===== src/rtl/rgb2videoaxis_buf_if.sv =====
// AXI4-Stream video link: pixel beat with start-of-frame (tuser) and end-of-line (tlast).
interface rgb2videoaxis_buf_if #(
  parameter int unsigned DATA_W = 24
) ();
  logic [DATA_W-1:0] tdata;
  logic              tuser;
  logic              tlast;
  logic              tvalid;
  logic              tready;

  modport master (output tdata, output tuser, output tlast, output tvalid, input tready);
  modport slave  (input tdata, input tuser, input tlast, input tvalid, output tready);
endinterface


===== src/rtl/rgb2videoaxis_buf.sv =====
// Parallel RGB video to AXI4-Stream video through a FWFT FIFO with backpressure,
// clean line truncation on overflow and active-resolution measurement.
module rgb2videoaxis_buf #(
  parameter int unsigned DATA_W     = 24,
  parameter int unsigned FIFO_DEPTH = 16,
  parameter int unsigned CNT_W      = 12,
  parameter bit          HSYNC_POL  = 1'b1,
  parameter bit          VSYNC_POL  = 1'b0,
  localparam int unsigned LVL_W     = $clog2(FIFO_DEPTH) + 1
) (
  input  logic                vid_clk,
  input  logic                rst_n,
  input  logic                hsync,
  input  logic                vsync,
  input  logic                de,
  input  logic [DATA_W-1:0]   rgb_data,
  rgb2videoaxis_buf_if.master m_axis,
  input  logic                clr_overflow,
  output logic                overflow,
  output logic [LVL_W-1:0]    fifo_level,
  output logic [CNT_W-1:0]    h_active,
  output logic [CNT_W-1:0]    v_active,
  output logic                res_valid
);

  localparam int unsigned PTR_W = LVL_W - 1;
  localparam int unsigned ENT_W = DATA_W + 2;
  localparam logic [CNT_W-1:0] CntMax = '1;
  localparam logic [LVL_W-1:0] DepthL = LVL_W'(FIFO_DEPTH);

  // Line boundaries come from de alone; hsync is only normalised.
  logic unused_hs;
  assign unused_hs = hsync ^ HSYNC_POL;

  logic vs, vs_q, vs_rise;
  assign vs      = vsync ~^ VSYNC_POL;
  assign vs_rise = vs & ~vs_q;

  logic              s1_de_q;
  logic [DATA_W-1:0] s1_data_q;
  logic              line_end;
  assign line_end = s1_de_q & ~de;

  logic [LVL_W-1:0] level_q, level_d, free;
  logic [PTR_W-1:0] wr_ptr_q, rd_ptr_q;
  logic [ENT_W-1:0] mem_q [FIFO_DEPTH];
  logic [ENT_W-1:0] rd_ent;
  logic push, pop, push_last, ovf_set;
  logic drop_line_q, drop_line_d, sof_q, sof_d, overflow_q;
  logic [CNT_W-1:0] h_cnt_q, v_cnt_q, h_inc, v_inc, h_active_q, v_active_q;
  logic vs_seen_q, res_valid_q;

  assign free = DepthL - level_q;
  assign pop  = m_axis.tvalid & m_axis.tready;

  // Free space is taken before any same-cycle pop so drop decisions never depend on tready.
  always_comb begin
    push        = 1'b0;
    push_last   = ~de;
    ovf_set     = 1'b0;
    drop_line_d = drop_line_q;
    if (s1_de_q) begin
      if (drop_line_q) begin
        ovf_set = 1'b1;
      end else if (free == '0) begin
        ovf_set     = 1'b1;
        drop_line_d = ~line_end;
      end else if (free >= LVL_W'(2) || line_end) begin
        push = 1'b1;
      end else begin
        push        = 1'b1;
        push_last   = 1'b1;
        drop_line_d = 1'b1;
        ovf_set     = 1'b1;
      end
    end
    if (line_end || vs_rise) drop_line_d = 1'b0;
  end

  always_comb begin
    sof_d = sof_q;
    if (push && sof_q) sof_d = 1'b0;
    if (vs_rise) sof_d = 1'b1;
  end

  assign level_d = level_q + LVL_W'(push) - LVL_W'(pop);
  assign h_inc   = (h_cnt_q == CntMax) ? h_cnt_q : h_cnt_q + 1'b1;
  assign v_inc   = (v_cnt_q == CntMax) ? v_cnt_q : v_cnt_q + 1'b1;

  always_ff @(posedge vid_clk or negedge rst_n) begin
    if (!rst_n) begin
      vs_q        <= 1'b0;
      s1_de_q     <= 1'b0;
      s1_data_q   <= '0;
      level_q     <= '0;
      wr_ptr_q    <= '0;
      rd_ptr_q    <= '0;
      drop_line_q <= 1'b0;
      sof_q       <= 1'b1;
      overflow_q  <= 1'b0;
      h_cnt_q     <= '0;
      v_cnt_q     <= '0;
      h_active_q  <= '0;
      v_active_q  <= '0;
      vs_seen_q   <= 1'b0;
      res_valid_q <= 1'b0;
    end else begin
      vs_q        <= vs;
      s1_de_q     <= de;
      s1_data_q   <= rgb_data;
      level_q     <= level_d;
      drop_line_q <= drop_line_d;
      sof_q       <= sof_d;
      if (push) wr_ptr_q <= wr_ptr_q + 1'b1;
      if (pop)  rd_ptr_q <= rd_ptr_q + 1'b1;
      if (ovf_set)           overflow_q <= 1'b1;
      else if (clr_overflow) overflow_q <= 1'b0;
      if (line_end) begin
        h_active_q <= h_inc;
        h_cnt_q    <= '0;
      end else if (s1_de_q) begin
        h_cnt_q <= h_inc;
      end
      if (vs_rise) begin
        v_active_q <= v_cnt_q;
        v_cnt_q    <= '0;
        vs_seen_q  <= 1'b1;
        if (vs_seen_q) res_valid_q <= 1'b1;
      end else if (line_end) begin
        v_cnt_q <= v_inc;
      end
    end
  end

  always_ff @(posedge vid_clk) begin
    if (push) mem_q[wr_ptr_q] <= {sof_q, push_last, s1_data_q};
  end

  // Gating by tvalid keeps the bus at zero while empty or in reset.
  assign rd_ent        = mem_q[rd_ptr_q];
  assign m_axis.tvalid = (level_q != '0);
  assign m_axis.tdata  = m_axis.tvalid ? rd_ent[DATA_W-1:0] : '0;
  assign m_axis.tlast  = m_axis.tvalid & rd_ent[DATA_W];
  assign m_axis.tuser  = m_axis.tvalid & rd_ent[DATA_W+1];

  assign overflow   = overflow_q;
  assign fifo_level = level_q;
  assign h_active   = h_active_q;
  assign v_active   = v_active_q;
  assign res_valid  = res_valid_q;

endmodule

===== src/flat_wrapper.sv =====
// flat-port wrapper written by rule: the top's interface ports become plain ports
module rgb2videoaxis_buf_flat 
#(
  parameter int unsigned DATA_W     = 24,
  parameter int unsigned FIFO_DEPTH = 16,
  parameter int unsigned CNT_W      = 12,
  parameter bit          HSYNC_POL  = 1'b1,
  parameter bit          VSYNC_POL  = 1'b0,
  localparam int unsigned LVL_W     = $clog2(FIFO_DEPTH) + 1
)
  (vid_clk, rst_n, hsync, vsync, de, rgb_data, clr_overflow, overflow, fifo_level, h_active, v_active, res_valid, m_axis_tdata, m_axis_tuser, m_axis_tlast, m_axis_tvalid, m_axis_tready);
  rgb2videoaxis_buf_if #(.DATA_W(DATA_W)) m_axis_i ();
  input  logic vid_clk;
  input  logic rst_n;
  input  logic hsync;
  input  logic vsync;
  input  logic de;
  input  logic [DATA_W-1:0] rgb_data;
  input  logic clr_overflow;
  output logic overflow;
  output logic [LVL_W-1:0] fifo_level;
  output logic [CNT_W-1:0] h_active;
  output logic [CNT_W-1:0] v_active;
  output logic res_valid;
  output wire logic [$bits(m_axis_i.tdata)-1:0] m_axis_tdata;
  output wire logic [$bits(m_axis_i.tuser)-1:0] m_axis_tuser;
  output wire logic [$bits(m_axis_i.tlast)-1:0] m_axis_tlast;
  output wire logic [$bits(m_axis_i.tvalid)-1:0] m_axis_tvalid;
  input wire logic [$bits(m_axis_i.tready)-1:0] m_axis_tready;
  assign m_axis_tdata = m_axis_i.tdata;
  assign m_axis_tuser = m_axis_i.tuser;
  assign m_axis_tlast = m_axis_i.tlast;
  assign m_axis_tvalid = m_axis_i.tvalid;
  assign m_axis_i.tready = m_axis_tready;
  rgb2videoaxis_buf #(.DATA_W(DATA_W), .FIFO_DEPTH(FIFO_DEPTH), .CNT_W(CNT_W), .HSYNC_POL(HSYNC_POL), .VSYNC_POL(VSYNC_POL)) u_core (.vid_clk(vid_clk), .rst_n(rst_n), .hsync(hsync), .vsync(vsync), .de(de), .rgb_data(rgb_data), .m_axis(m_axis_i), .clr_overflow(clr_overflow), .overflow(overflow), .fifo_level(fifo_level), .h_active(h_active), .v_active(v_active), .res_valid(res_valid));
endmodule

===== config.mk =====
export PLATFORM = sky130hd
export DESIGN_NAME = rgb2videoaxis_buf_flat
export DESIGN_NICKNAME = d
export VERILOG_FILES = /design/src/rtl/rgb2videoaxis_buf_if.sv /design/src/rtl/rgb2videoaxis_buf.sv /design/src/flat_wrapper.sv
export SDC_FILE = /design/constraint.sdc
export NUM_CORES = 1
export LEC_CHECK = 0
export ABC_AREA = 1
export CAP_MARGIN = 20
export CORE_MARGIN = 5
export CORE_UTILIZATION = 30
export DETAILED_ROUTE_END_ITERATION = 8
export PLACE_DENSITY_LB_ADDON = 0.08
export SLEW_MARGIN = 20
export SYNTH_ARGS = -nofsm -noshare
export SYNTH_HDL_FRONTEND = slang
export SYNTH_SLANG_ARGS = --single-unit
export TNS_END_PERCENT = 1

===== constraint.sdc =====
create_clock -name vid_clk -period 10.2 [get_ports vid_clk]
set_input_delay 3.06 -clock vid_clk [delete_from_list [all_inputs] [get_ports vid_clk]]
set_output_delay 3.06 -clock vid_clk [all_outputs]
set_load 0.01 [all_outputs]

==> results of run 1 <==
cells in the mapped netlist:
master	n	area, sq um
nor2_4	2	22.52
xor2_1	12	105.1
buf_6	17	191.4
buf_4	5	37.54
edfxtp_1	416	12490
nand3_2	8	80.08
buf_2	35	175.2
o21ai_2	1	8.760
o21ai_4	1	16.27
o21ai_1	7	35.03
dfrtp_1	91	2277
a21oi_1	28	140.1
nand3_1	209	1046
o21ai_0	104	520.5
nand2_2	2	12.51
o21bai_1	3	22.52
nand2_1	543	2038
o211ai_1	26	195.2
buf_1	12	45.04
clkinv_1	1	3.750
ha_1	18	225.2
nor2_2	1	6.260
nand4_1	8	50.05
xnor2_1	2	17.52
nor3_4	1	16.27
nor3_1	18	90.09
nor3_2	1	10.01
nor2_1	184	690.7
clkbuf_1	30	112.6
fa_1	1	20.02
dfstp_2	1	26.28
or2_2	1	6.260
inv_1	131	491.7
inv_2	5	18.77
nand3b_1	1	7.510
worst min-delay path, delay by kind of cell (launching register included):
family	cells	cell delay [ns]
and+or+nand+nor	1	0.05
DFF	1	0.32
buffers and inverters	1	0.05
per-layer routing:
| metal | part of all wire, % | wire length [um] | GRT usage, % | vias up |
|---|---|---|---|---|
| met5 | 0 | 0 | 0 | - |
| met4 | 1.9 | 1115 | 3.458 | 0 |
| met3 | 4.2 | 2456 | 2.573 | 87 |
| met2 | 48 | 27990 | 25.11 | 264 |
| met1 | 46 | 26830 | 20.17 | 6751 |
| li1 | - | - | - | 6671 |
per-stage QoR:
stage	utilization, %	area, sq um
after floorplan	-	21250
after global placement	32.92	23090
after detailed placement	32.92	23090
after CTS	35.62	24990
after global routing	35.66	25020
final	35.66	25020
power groups by stage:
| stage | sequential, W | combinational (W) | clock [W] |
|---|---|---|---|
| 2_1_floorplan | 0.00259 | 0.00147 | 0 |
| 3_3_place_gp | 0.00267 | 0.00229 | 0 |
| 3_5_place_dp | 0.00268 | 0.00229 | 0 |
| 4_1_cts | 0.00263 | 0.00230 | 0.00215 |
| 5_1_grt | 0.00266 | 0.00252 | 0.00224 |
| 6_report | 0.00263 | 0.00224 | 0.00208 |
worst max-delay path by stage:
stage | cells past startpoint | to | start | slack, ns
floorplan | 8 | m_axis_tdata[10] | u_core.fifo_level[1]$_DFF_PN0_ | 5.50
global placement | 8 | m_axis_tuser | u_core.rd_ptr_q[1]$_DFFE_PN0P_ | 3.08
detailed placement | 8 | m_axis_tuser | u_core.rd_ptr_q[1]$_DFFE_PN0P_ | 3.09
CTS | 8 | m_axis_tuser | u_core.rd_ptr_q[1]$_DFFE_PN0P_ | 2.39
global route | 8 | m_axis_tuser | u_core.rd_ptr_q[1]$_DFFE_PN0P_ | 2.13
finish | 8 | m_axis_tuser | u_core.rd_ptr_q[1]$_DFFE_PN0P_ | 2.61
flip-flops by register name (all words and copies together), names as in the netlist, 4 cells and up:
name	count
u_core.fifo_level	5
u_core.h_active	12
u_core.h_cnt_q	12
u_core.mem_q	416
u_core.rd_ptr_q	4
u_core.s1_data_q	24
u_core.v_active	12
u_core.v_cnt_q	12
u_core.wr_ptr_q	4
cells in the final DEF, fill, tap and decap left out, types with 9 or more instances in the layout:
cell and instances:
clkbuf_1 19, ha_1 17, a21oi_1 28, nand3_1 209, xor2_1 12, clkinv_2 12, inv_1 131, edfxtp_1 416
o211ai_1 26, clkinv_1 9, nor3_2 17, nand2_1 543, o21ai_0 104, buf_4 30, clkdlybuf4s50_1 86, clkbuf_16 61
dfrtp_1 88, nor2_1 184
area by class of cell:
class | count | area (sq um) | share of cell area (%)
repair buffers | 119 | 1154 | 4.611
multi-input cells | 1182 | 5465 | 21.85
well taps | 940 | 1176 | 4.701
clock buffers | 84 | 1653 | 6.607
flip-flops and latches | 508 | 14800 | 59.17
inverters | 137 | 519.2 | 2.076
clock inverters | 25 | 246.5 | 0.9852
cells by family (layout without fill, tap and decap cells):
family                   after synthesis  count (layout)  synth area share (%)
AND/OR/NAND/NOR                      979             979                 19.18
flip-flops                           508             508                 69.61
buffers and inverters                236             365                 5.063
AO/OA/AOI/OAI                        170             170                 4.415
adder cells (fa/ha/maj)               19              19                 1.154
XOR/XNOR                              14              14                0.5769
==> flow_summary.json, run 1 <==
{
  "crit_slowest_cell": "clkinv_2",
  "fin_skew_ns": 0.01461,
  "p_clk_share_pct": 29.9,
  "startpoint_type": "flip-flop",
  "cap_violations": 0,
  "cts-buffers-inserted": 59,
  "tightest_slew_ns": 1.107,
  "rsz0062_at_grt": "no",
  "vias": 13773,
  "p_sw_share_pct": 35.48,
  "ys_warn_count": 0,
  "seqPwrFrac_pct": 37.8,
  "power_switching_w": 0.002468,
  "cp.required_ns": 7.14,
  "clk_path_buf_depth": 3,
  "syn-mean-instance-area_sq_um": 11.04,
  "reg2regPathDepth": 16,
  "ant_nets": 0,
  "fmax_ghz": 0.1318,
  "nFillCells": 7055,
  "antenna_found_initial": 0,
  "cts_resized": 0,
  "synth-seq-cells": 508,
  "setup_viol": 0,
  "drive_above_1_share_pct": 7.737,
  "hold_ws_ns": 0.4481,
  "crit_top_cell": "nand3_1",
  "wl_per_cell_um": 19.50,
  "pwr-share-comb_pct": 32.3,
  "root_buffer": "clkbuf_16",
  "drv_slew": 0,
  "pre_cts_slack_ns": 3.091,
  "fin_total_pwr_w": 0.006957,
  "reg2reg_slack_ns": 6.06,
  "reg2reg_from": "u_core.fifo_level[1]$_DFF_PN0_",
  "crit_family": "buffers and inverters",
  "hold_class": "reg2reg",
  "setup-tns-final_ns": 0,
  "power_density_nw_per_um2": 278.1,
  "io_buffer_count": 87,
  "io_pins": 89,
  "dp_hpwl_um": 29250,
  "clk_pin_slew_worst_paths_ns": 0.06,
  "crit_type": "reg2out",
  "p_leak_nw": 9.583,
  "hp-start": "u_core.vs_seen_q$_DFFE_PN0P_",
  "ys_seq_area_share_pct": 69.61,
  "placed_cells": 2885,
  "die_x_um": 276.2,
  "drt_iter0_markers": 721,
  "die_area_sq_um": 76270,
  "holdPathStages": 2,
  "grt_pass1_vias": 13596,
  "netlist_area_sq_um": 21250,
  "cts_setup_buffers": 0,
  "syn-num-nets": 1976,
  "wirelength_um": 58390,
  "htreeDepth": 2,
  "end_kind": "primary output",
  "die_height_um": 276.2,
  "min_period_over_period_pct": 74.38,
  "synth.distinct_cells": 35,
  "first_pass_iters": 5,
  "rows": 97,
  "layout.cells.non_filler": 2995,
  "max_slew_margin_pct": 26.18,
  "clkLatencyLatePin_ns": 0.61,
  "core-area_sq_um": 70150,
  "crit_arrival_ns": 4.53,
  "grt.overflow.total": 0,
  "grt_usage_pct": 14.87,
  "grt_max_degree": 196,
  "r2r_end": "u_core.fifo_level[4]$_DFF_PN0_",
  "crit_chain": "clkinv_2 > buf_4 > nor2_1 > o21ai_0 > nand3_1 > nand3_1 > a21oi_1 > clkdlybuf4s50_1",
  "synthCells": 1926,
  "insertedDiodeCount": 0,
  "crit_buf_inv": 3,
  "drc": 0,
  "setup_ws_ns": 2.613,
  "nets": 2057,
  "p_int_w": 0.004488,
  "hold_path_end": "u_core.vs_seen_q$_DFFE_PN0P_",
  "ctsHoldBuffers": 0,
  "cts.sinks": 508,
  "syn2layout_area_growth_pct": 17.71,
  "grt_pass1_wl_um": 87470,
  "status": "finished, final reports clean",
  "gp_congestion": 0.7573,
  "worstPathMaxFanout": 52,
  "start_util_pct": 30.30,
  "hold_viol": 0,
  "cts_tree": "done",
  "cpPeakStageDelay_ns": 0.99,
  "ir_drop_mv": 0.2290,
  "timing.final.crit_period_ns": 7.587,
  "viasPerCell": 4.599
}
No activity file was read; power rests on OpenSTA's default activity.
==> run 2: changes to the inputs <==
Clock period 10.2 ns to 7 ns, I/O delays scaled along.
==> run 2 against run 1 <==
Register-to-register slack worse by 3.4 ns. Final area is 0.11% higher. Final cell count is 0.27% higher. Global-route usage is 0.26 points higher. Sequential share of layout area is 0.062 points lower. Hold slack better by 0.0039 ns. Total power is 45% higher. Clock power is 43% higher. First-iteration DRC count is 13% higher. Critical path depth stayed put. Combinational power is 48% higher. Critical endpoint is now m_axis_tdata[12]. Highest routed layer unchanged.
==> flow_summary.json, run 2 (synthesis gave the netlist of run 1 again) <==
{
  "insertedDiodeCount": 0,
  "cts.sinks": 508,
  "core-area_sq_um": 70150,
  "fin_util_pct": 35.70,
  "gp_congestion": 0.7603,
  "grt_max_degree": 206,
  "htreeDepth": 2,
  "clk_path_buf_depth": 3,
  "cap_violations": 0,
  "start_util_pct": 30.30,
  "ff_latch_area_sq_um": 14800,
  "fin_skew_ns": 0.01835,
  "ctsHoldBuffers": 0,
  "viasPerCell": 4.573,
  "power_density_nw_per_um2": 403.1,
  "grt_usage_pct": 15.13,
  "hold_class": "reg2reg",
  "grt.overflow.total": 0,
  "clkLatencyLatePin_ns": 0.62,
  "fin_total_pwr_w": 0.01009,
  "wirelength_um": 58730,
  "layout_commonest_cell": "nand2_1",
  "io_pins": 89,
  "p_leak_nw": 9.605,
  "reg.largest.list": "u_core.mem_q x416, u_core.s1_data_q x24",
  "crit_arrival_ns": 4.19,
  "setup-tns-final_ns": 0,
  "max_slew_margin_pct": 23.04,
  "hold_viol": 0,
  "ant_nets": 0,
  "final_cell_mix": "543 x nand2_1, 416 x edfxtp_1, 209 x nand3_1",
  "drive_above_1_share_pct": 8.192,
  "cts-buffers-inserted": 59,
  "die_height_um": 276.2,
  "nets": 2062,
  "cts_resized": 0,
  "largest_register_ffs": 416,
  "io_buffer_count": 87,
  "dp_hpwl_um": 29980,
  "syn2layout_area_growth_pct": 17.83,
  "nFillCells": 7016,
  "cp.required_ns": 4.90,
  "placed_cells": 2891,
  "largest-register": "u_core.mem_q",
  "layout.cells.non_filler": 3003,
  "die_x_um": 276.2,
  "end_kind": "primary output",
  "tightest_slew_ns": 1.154,
  "drc": 0,
  "multi_input_area_sq_um": 5478,
  "antenna_found_initial": 0,
  "cts_tree": "done",
  "drv_slew": 0,
  "clk_pin_slew_worst_paths_ns": 0.06,
  "min_period_over_period_pct": 89.79,
  "die_area_sq_um": 76270,
  "rsz0062_at_grt": "no",
  "ir_drop_mv": 0.4140,
  "setup_viol": 0,
  "wl_per_cell_um": 19.56,
  "drt_iter0_markers": 813,
  "root_buffer": "clkbuf_16",
  "first_pass_iters": 5,
  "timing.final.crit_period_ns": 6.285,
  "grt_pass1_vias": 13817,
  "worstPathMaxFanout": 44,
  "fmax_ghz": 0.1591,
  "cts_setup_buffers": 0,
  "vias": 13733,
  "status": "finished, final reports clean",
  "startpoint_type": "flip-flop",
  "rows": 97,
  "grt_pass1_wl_um": 89080,
  "crit_type": "reg2out"
}
==> run 2: layout make-up <==
type                            count  share of cell area, %
Sequential cell                   508                  59.11
Multi-Input combinational cell   1182                  21.87
Clock buffer                       93                  6.969
Timing Repair Buffer              124                  4.726
Tap cell                          940                  4.696
Inverter                          137                  2.073
Clock inverter                     19                 0.5496
==> run 2: worst paths after layout <==
| path | start | to | slack, ns | cells after the start |
|---|---|---|---|---|
| min in group asynchronous | rst_n | u_core.v_active[4]$_DFFE_PN0P_ | 1.57 | 1 |
| max in group asynchronous | rst_n | u_core.s1_data_q[1]$_DFF_PN0_ | 4.21 | 2 |
| setup reg to reg | u_core.fifo_level[1]$_DFF_PN0_ | u_core.fifo_level[4]$_DFF_PN0_ | 2.63 | 16 |
| hold / removal | u_core.vs_seen_q$_DFFE_PN0P_ | u_core.vs_seen_q$_DFFE_PN0P_ | 0.45 | 2 |
| setup / recovery | u_core.rd_ptr_q[1]$_DFFE_PN0P_ | m_axis_tdata[12] | 0.71 | 8 |
| hold reg to reg | u_core.vs_seen_q$_DFFE_PN0P_ | u_core.vs_seen_q$_DFFE_PN0P_ | 0.45 | 2 |
==> run 2: per-stage QoR <==
step	setup slack, ns	instance area (sq um)	hold WS (ns)
floorplan	3.222	21250	0.4223
global placement	1.257	23150	0.4353
detailed placement	1.259	23150	0.4448
CTS	0.5488	25030	0.4602
global route	0.3895	25040	0.4936
finish	0.7148	25040	0.4520
==> run 2: power by group <==
group	switching, W	internal, W
sequential	0.000213	0.00360
combinational	0.00218	0.00114
clock	0.00123	0.00174
total	0.00362	0.00648
==> run 2: metal layers <==
| metal | vias to the layer above | GRT usage (%) | share of wire (%) |
|---|---|---|---|
| met5 | - | 0 | 0 |
| met4 | 0 | 3.650 | 2.0 |
| met3 | 82 | 2.590 | 3.5 |
| met2 | 221 | 25.51 | 48 |
| met1 | 6738 | 20.52 | 46 |
| li1 | 6692 | - | - |
==> run 2: critical path, cell delays in order (launching register included) <==
cell and delay (ns):
dfrtp_4 0.85, clkinv_2 0.84, buf_4 0.56, nor2_1 0.14, o21ai_0 0.08, nand3_1 0.16
nand3_1 0.09, a21oi_1 0.24, clkdlybuf4s50_1 0.60
==> run 3: changes to the inputs <==
Settings changed: GPL_ROUTABILITY_DRIVEN set to 0, SLEW_MARGIN 20 to unset.
Clock period 7 ns to 7.18 ns, I/O delays scaled along.
==> run 3 against run 2 <==
Worst setup slack better by 0.26 ns. Hold slack better by 0.020 ns. Total power down 3.3%. Final area down 0.30%. Clock-buffer cell count down 19. Combinational power down 5%. Clock power down 5%. Register-to-register slack better by 0.53 ns. Clock skew down 0.0036 ns. Via count down 0.33%. Highest routed layer unchanged.
==> flow_summary.json, run 3 (synthesis gave the netlist of run 1 again) <==
{
  "nFillCells": 7070,
  "cts_setup_buffers": 0,
  "hold_viol": 0,
  "grt_pass1_vias": 14035,
  "cts_resized": 0,
  "vias": 13688,
  "largest-register": "u_core.mem_q",
  "startpoint_type": "flip-flop",
  "grt_max_degree": 94,
  "die_area_sq_um": 76270,
  "drt_iter0_markers": 838,
  "antenna_found_initial": 0,
  "hp-start": "u_core.v_active[2]$_DFFE_PN0P_",
  "ant_nets": 0,
  "cts_tree": "done",
  "reg2reg_slack_ns": 3.16,
  "cp.required_ns": 5.03,
  "max_slew_margin_pct": 24.25,
  "r2r_end": "u_core.fifo_level[4]$_DFF_PN0_",
  "htreeDepth": 2,
  "reg2regPathDepth": 16,
  "start_util_pct": 30.30,
  "reg.largest.list": "u_core.mem_q x416, u_core.s1_data_q x24",
  "nets": 2065,
  "die_height_um": 276.2,
  "worstPathMaxFanout": 90,
  "crit_arrival_ns": 4.05,
  "setup-tns-final_ns": 0,
  "grt.overflow.total": 0,
  "ff_latch_area_sq_um": 14800,
  "rsz0062_at_grt": "no",
  "power_density_nw_per_um2": 391.1,
  "root_buffer": "clkbuf_16",
  "cts.sinks": 508,
  "multi_input_area_sq_um": 5465,
  "timing.final.crit_period_ns": 6.204,
  "drv_slew": 0,
  "rows": 97,
  "hold_class": "reg2reg",
  "status": "finished, final reports clean",
  "min_period_over_period_pct": 86.41,
  "wl_per_cell_um": 19.65,
  "grt_pass1_wl_um": 89510,
  "crit_type": "reg2out",
  "ctsHoldBuffers": 0,
  "insertedDiodeCount": 0,
  "pre_cts_slack_ns": 1.447,
  "viasPerCell": 4.554,
  "first_pass_iters": 5,
  "layout_commonest_cell": "nand2_1",
  "largest_register_ffs": 416,
  "hold_path_end": "u_core.v_active[2]$_DFFE_PN0P_",
  "syn2layout_area_growth_pct": 17.47,
  "fmax_ghz": 0.1612,
  "io_buffer_count": 87,
  "p_leak_nw": 9.576,
  "dp_hpwl_um": 31240,
  "drc": 0,
  "reg2reg_from": "u_core.fifo_level[1]$_DFF_PN0_",
  "end_kind": "primary output",
  "clk_path_buf_depth": 3,
  "io_pins": 89,
  "clk_pin_slew_worst_paths_ns": 0.06,
  "holdPathStages": 2,
  "clkLatencyLatePin_ns": 0.62,
  "ir_drop_mv": 0.2083,
  "setup_viol": 0,
  "cts-buffers-inserted": 59,
  "tightest_slew_ns": 1.130,
  "grt_usage_pct": 15.16,
  "setup_ws_ns": 0.9757,
  "cap_violations": 0,
  "core-area_sq_um": 70150,
  "final_cell_mix": "543 x nand2_1, 416 x edfxtp_1, 209 x nand3_1",
  "die_x_um": 276.2,
  "fin_skew_ns": 0.01472,
  "drive_above_1_share_pct": 8.132,
  "wirelength_um": 59070
}
==> run 3: cell types whose count changed in the layout (fill, tap and decap cells not counted), moves of 4 or more <==
cell,before,now
inv_6,1,5
clkbuf_8,12,2
clkbuf_1,21,13
clkinv_1,5,17
clkinv_2,11,16
==> run 3: worst max-delay path by stage <==
stage                                        start               end  slack, ns  depth (start not counted)
floorplan           u_core.fifo_level[1]$_DFF_PN0_  m_axis_tdata[10]       3.38                          8
global placement    u_core.rd_ptr_q[0]$_DFFE_PN0P_   m_axis_tdata[4]       1.43                          9
detailed placement  u_core.rd_ptr_q[0]$_DFFE_PN0P_   m_axis_tdata[4]       1.45                          9
CTS                 u_core.rd_ptr_q[0]$_DFFE_PN0P_   m_axis_tdata[4]       0.76                          9
global route        u_core.rd_ptr_q[0]$_DFFE_PN0P_  m_axis_tdata[12]       0.69                          8
finish              u_core.rd_ptr_q[0]$_DFFE_PN0P_  m_axis_tdata[12]       0.98                          8
==> run 3: critical path, stage by stage (launching register included) <==
cell	delay, ns
dfrtp_4	1.04
buf_4	0.94
nor2_1	0.11
nor2_1	0.11
o21ai_0	0.08
nand3_1	0.16
nand3_1	0.09
a21oi_1	0.26
clkdlybuf4s50_1	0.60
==> run 3: where the power goes <==
group,switching (W),leakage [nW],internal (W),total [W]
Sequential,0.000296,4.93,0.00351,0.00380
Clock,0.00122,0.888,0.00160,0.00282
Combinational,0.00203,3.76,0.00112,0.00315
==> run 3: per-layer routing <==
metal | global-route usage [%] | vias up | share of wire, %
met4 | 3.662 | 0 | 2.1
met1 | 20.19 | 6707 | 46
met5 | 0 | - | 0
li1 | - | 6692 | -
met3 | 2.700 | 74 | 3.7
met2 | 25.93 | 215 | 48
==> run 3: layout make-up <==
cell class	count	share of cell area, %
repair buffers	127	4.841
clock buffers	74	6.219
clock inverters	38	0.9672
multi-input cells	1182	21.89
flip-flops and latches	508	59.29
well taps	940	4.711
inverters	137	2.080
==> run 3: stage by stage <==
stage          instance area (sq um)  power [W]  hold WS (ns)  util (%)  cells
6_report                       24970   0.009764        0.4718     35.59   3006
5_1_grt                        24970    0.01044        0.5080     35.59   3006
4_1_cts                        24920   0.009947        0.4769     35.52   3003
3_5_place_dp                   23120   0.007078        0.4448     32.96   2891
3_3_place_gp                   23120   0.007068        0.4356     32.96   2891
2_1_floorplan                  21250   0.005759        0.4223         -   1926
